`config.mk`:
```
export PLATFORM = sky130hd
export DESIGN_NAME = mult_controller
export DESIGN_NICKNAME = d
export VERILOG_FILES = /design/src/rtl/mult_pkg.sv /design/src/rtl/mult_iter_counter.sv /design/src/rtl/mult_controller.sv
export SDC_FILE = /design/constraint.sdc
export NUM_CORES = 1
export LEC_CHECK = 0
export ABC_AREA = 1
export CORE_AREA = 5 5 42 44
export CTS_CLUSTER_SIZE = 25
export DETAILED_ROUTE_END_ITERATION = 10
export DIE_AREA = 0 0 47 49
export HOLD_SLACK_MARGIN = 0.05
export PLACE_DENSITY = 0.61
export SLEW_MARGIN = 20
export SYNTH_ARGS = -nofsm -noshare
export SYNTH_HDL_FRONTEND = slang
export SYNTH_SLANG_ARGS = --single-unit
```
`constraint.sdc`:
```
create_clock -name clk -period 3.1 [get_ports clk]
set_input_delay 0.62 -clock clk [delete_from_list [all_inputs] [get_ports clk]]
set_output_delay 0.62 -clock clk [all_outputs]
set_load 0.005 [all_outputs]
```
`src/rtl/mult_pkg.sv`:
```
// Shared types and sizing helpers for the sequential-multiplier control slice.
package mult_pkg;

   localparam int MULT_WIDTH = 16;

   typedef enum logic [1:0] {
      IDLE,
      LOAD,
      RUN,
      DONE
   } state_t;

   // A one-bit operand still needs a one-bit counter.
   function automatic int iter_width(input int width);
      return (width > 1) ? $clog2(width) : 1;
   endfunction

endpackage

```
`src/rtl/mult_iter_counter.sv`:
```
// Iteration counter for the multiply loop: synchronous clear, count enable,
// and a terminal flag raised on the last iteration.
module mult_iter_counter
   import mult_pkg::*;
#(
   parameter  int WIDTH  = MULT_WIDTH,
   localparam int ITER_W = iter_width(WIDTH)
) (
   input  logic              clk,
   input  logic              reset,
   input  logic              clear,
   input  logic              enable,
   output logic [ITER_W-1:0] iter,
   output logic              last
);

   localparam logic [ITER_W-1:0] LAST_ITER = ITER_W'(WIDTH - 1);

   // NOTE: registered state is written with <= so every flop samples pre-edge values.
   always_ff @(posedge clk or negedge reset) begin
      if (!reset) begin
         iter <= '0;
      end else if (clear) begin
         iter <= '0;
      end else if (enable) begin
         iter <= iter + ITER_W'(1);
      end
   end

   assign last = (iter == LAST_ITER);

endmodule

```
`src/rtl/mult_controller.sv`:
```
// Control FSM for the sequential multiplier: load, WIDTH add/shift steps, then a
// valid/ack product handshake. Define MULT_EARLY_EXIT_EN to finish as soon as the
// shifted multiplier reaches zero.
module mult_controller
   import mult_pkg::*;
#(
   parameter int WIDTH = MULT_WIDTH
) (
   input  logic clk,
   input  logic reset,
   input  logic start,
   input  logic multiplier_lsb,
   input  logic count_check,
`ifdef MULT_EARLY_EXIT_EN
   input  logic multiplier_zero,
`endif
   input  logic product_ack,
   output logic load_words,
   output logic add_shift,
   output logic shift,
   output logic ready,
   output logic product_valid,
   output logic count_err
);

   localparam int ITER_W = iter_width(WIDTH);

   state_t            state;
   state_t            next_state;
   logic [ITER_W-1:0] iter;
   logic              last;
   logic              early_exit;
   logic              accept;
   logic              mismatch;

`ifdef MULT_EARLY_EXIT_EN
   assign early_exit = multiplier_zero;
`else
   assign early_exit = 1'b0;
`endif

   mult_iter_counter #(
      .WIDTH (WIDTH)
   ) u_iter_counter (
      .clk    (clk),
      .reset  (reset),
      .clear  (state == LOAD),
      .enable (state == RUN),
      .iter   (iter),
      .last   (last)
   );

   always_ff @(posedge clk or negedge reset) begin
      if (!reset) begin
         state <= IDLE;
      end else begin
         state <= next_state;
      end
   end

   // NOTE: next_state gets a default before the case so no path infers a latch.
   always_comb begin
      next_state = state;
      unique case (state)
         IDLE: if (start) next_state = LOAD;
         LOAD: next_state = RUN;
         RUN:  if (last || early_exit) next_state = DONE;
         DONE: begin
            if (product_ack) next_state = start ? LOAD : IDLE;
         end
         default: next_state = IDLE;
      endcase
   end

   always_comb begin
      load_words    = 1'b0;
      add_shift     = 1'b0;
      shift         = 1'b0;
      ready         = 1'b0;
      product_valid = 1'b0;
      unique case (state)
         IDLE: ready = 1'b1;
         LOAD: load_words = 1'b1;
         RUN: begin
            add_shift = !early_exit &&  multiplier_lsb;
            shift     = !early_exit && !multiplier_lsb;
         end
         DONE: product_valid = 1'b1;
         default: ready = 1'b0;
      endcase
   end

   // The datapath's terminal flag must coincide with our last iteration; an early
   // exit waives the final-cycle requirement but not a premature flag.
   always_comb begin
      mismatch = 1'b0;
      if (state == RUN) begin
         mismatch = early_exit ? (count_check && !last) : (count_check != last);
      end
   end

   assign accept = start && ((state == IDLE) || ((state == DONE) && product_ack));

   always_ff @(posedge clk or negedge reset) begin
      if (!reset) begin
         count_err <= 1'b0;
      end else if (accept) begin
         count_err <= 1'b0;
      end else if (mismatch) begin
         count_err <= 1'b1;
      end
   end

   strobe_exclusive: assert property (@(posedge clk) disable iff (!reset)
      $onehot0({load_words, add_shift, shift}));

   iter_cleared_on_load: assert property (@(posedge clk) disable iff (!reset)
      (state == LOAD) |=> (iter == '0));

endmodule

```
==> results.md <==
- Worst slack at placement: 0.799 ns
- Slowest-stage cell, CP: clkdlybuf4s50_1
- Crit path largest cell delay: between 0.5 and 0.6 ns
- Global-route wire length before repair: 1.62 mm
- Hold Crit Class: register to register
- VDD IR max: between 400 and 500 uV
- Status: complete, no violations
- Mapped cell area: 478 um2
- Crit path launch type: register
- Die Wd: 47 um
- Num Clock Sinks: 7
- Crit path kind: register to output port
- Worst-Skew Late Latency: 0.24 ns
- Syn Nets: 75
- Yosys warnings: 0
- Clk buf depth: 2
- WL per Instance: 9.42 um
- Avg Cell Area, Syn: between 7 and 8 um2
- Placed cell area: 608 um2
- Static Leakage: ~0.00033 uW
- Final nets: 91
- Filler cell count: 149
- Initial antenna violation count: 0
- CTS buffer count: 3
- Final Power: 605 uW
- CP arrival: 1.72 ns
- CTS tree: done
- Total of max-cap violations: 0
- Post-CTS setup repair buffer count: 0
- Residual DRC: 0
- Clock transition at path regs: ~0.05 ns
- Tcrit/Tclk final: between 70% and 80%
- Share of cells above drive strength 1: 5.19%
- CTS Hold Buffers Added: 0
- Yosys top cell by area: dfrtp_1
- Fmax: 427 MHz
- Crit end category: output port
- Most common cell after layout, fill and taps aside: nand2_1
- Sequential cell area: ~180 um2
- Rel. slew slack: 78.4%
- IO Pins: 12
- Final core occ: 45.3%
- Vias in the first global route: ~380
- CP max FO: 5
- Via count: 415
- DR iter-0 viols: 1
- All-layer global routing usage: roughly 10%
- Post-Synthesis Cells: 62
- Remaining Overflow, GRT: 0
- Synth Register Bits: 7
- Worst path most repeated cell: inv_1
- Pin count of the biggest net entering global routing: 8
- Slew Viols, Final: 0
- Min Tclk post-route: 2.34 ns
- Area contributors post-synth: dfrtp_1 37%, ha_1 18%, nand2_1 13%
- RSZ-0062 raised after global routing: no
- Post-DP HPWL: roughly 740 um
- Port Buffers: 11
- H-tree depth: 1
- Post-CTS sizing: 0
- Number of cell rows: 14
- Fin Setup TNS: 0 ns
- Fin Clk Skew: 0.000172 ns
- Initial Utilization: 34.1%
- Most frequent cells in the layout: 16 x nand2_1, 11 x inv_1, 11 x clkdlybuf4s50_1, 7 x ha_1, 7 x dfrtp_1
- Multi-input gate area: 258 um2
- Cell area after layout: around 630 um2
- Die Ht: 49 um
- Yosys top cell area share: between 30 and 40%
- Final wirelength: 876 um
- Worst path cell trace: inv_1 -> ha_1 -> inv_1 -> nor2_1 -> clkdlybuf4s50_1
- Hold Fails Final Rpt: 0
- Worst Tran Pin Value: about 0.32 ns
- Power per standard cell area: about 950 nW/um2
- Via-to-Cell Ratio: 4.46
- Critical Path RT: 2.48 ns
- Buffers & Inverters on Critical Path: 3
- Core area: roughly 1400 um2
- Sequential element share of the synthesized area: 36.6%
- Diode count: 0
- Final worst-path setup slack: around 0.76 ns
- Cell family with most CP delay: buffers and inverters
- Cell at the root of the clock tree: clkbuf_4
- GP Congestion: approximately 0.70
- Distinct cells, synth: 16
- Die area: 2300 um2
- Post-route ant nets: 0
- Finish-stage setup viols: 0
- P&R area growth vs syn: 32.7%
- DRT Pass-1 Iters: 2
-- synthesized netlist by cell type --
cell type	n
nand2_1	16
inv_1	11
dfrtp_1	7
ha_1	7
nand3_1	5
nor2_1	4
a21oi_1	3
and3b_1	1
inv_2	1
mux2i_1	1
nand4_1	1
o211ai_1	1
o21ai_0	1
o21ai_1	1
o22ai_1	1
or2_1	1
-- registers in the layout, summed over array words and instances (netlist names) --
name,count
count_err,1
state,2
u_iter_counter.iter,4
-- routing by layer --
metal  share of wire, %  global-route usage, %
met5                  0                      0
met3                5.1                   6.64
met4                  0                   1.38
met1                 46                   12.6
met2                 48                   13.6
-- power breakdown --
group	internal (uW)	total (uW)	switching [uW]
Sequential	137	181	43.7
Combinational	170	344	174
Clock	48.9	79.9	31.0
Total	357	605	249
-- logic make-up (layout without fill, tap and decap cells) --
logic type / Yosys count / count (layout) / share of synthesized area (%)
AO/OA/AOI/OAI: 7 / 7 / 8.11
adder cells (fa/ha/maj): 7 / 7 / 18.3
multiplexers: 1 / 1 / 2.09
flip-flops: 7 / 7 / 36.6
AND/OR/NAND/NOR: 28 / 28 / 25.4
buffers and inverters: 12 / 27 / 9.42
-- final timing paths --
| path | end | cells after the start | startpoint | slack (ns) |
|---|---|---|---|---|
| max | shift | 5 | state[0] | 0.76 |
| min | u_iter_counter.iter[0] | 1 | u_iter_counter.iter[0] | 0.50 |
| max reg2reg | u_iter_counter.iter[3] | 7 | state[0] | 1.62 |
| min reg2reg | u_iter_counter.iter[0] | 1 | u_iter_counter.iter[0] | 0.50 |
| max in group asynchronous | u_iter_counter.iter[1] | 1 | reset | 2.22 |
| min in group asynchronous | u_iter_counter.iter[3] | 1 | reset | 0.64 |
-- stage by stage --
step	instances	hold slack, ns
finish	93	0.503
global route	93	0.548
CTS	93	0.509
detailed placement	89	0.502
global placement	89	0.497
floorplan	62	0.324
-- layout make-up --
type	instances	area share, %
multi-input cells	43	40.6
flip-flops and latches	7	27.6
repair buffers	11	17.4
inverters	12	7.10
clock buffers	4	4.14
well taps	16	3.16
No activity file was read; power rests on OpenSTA's default activity.
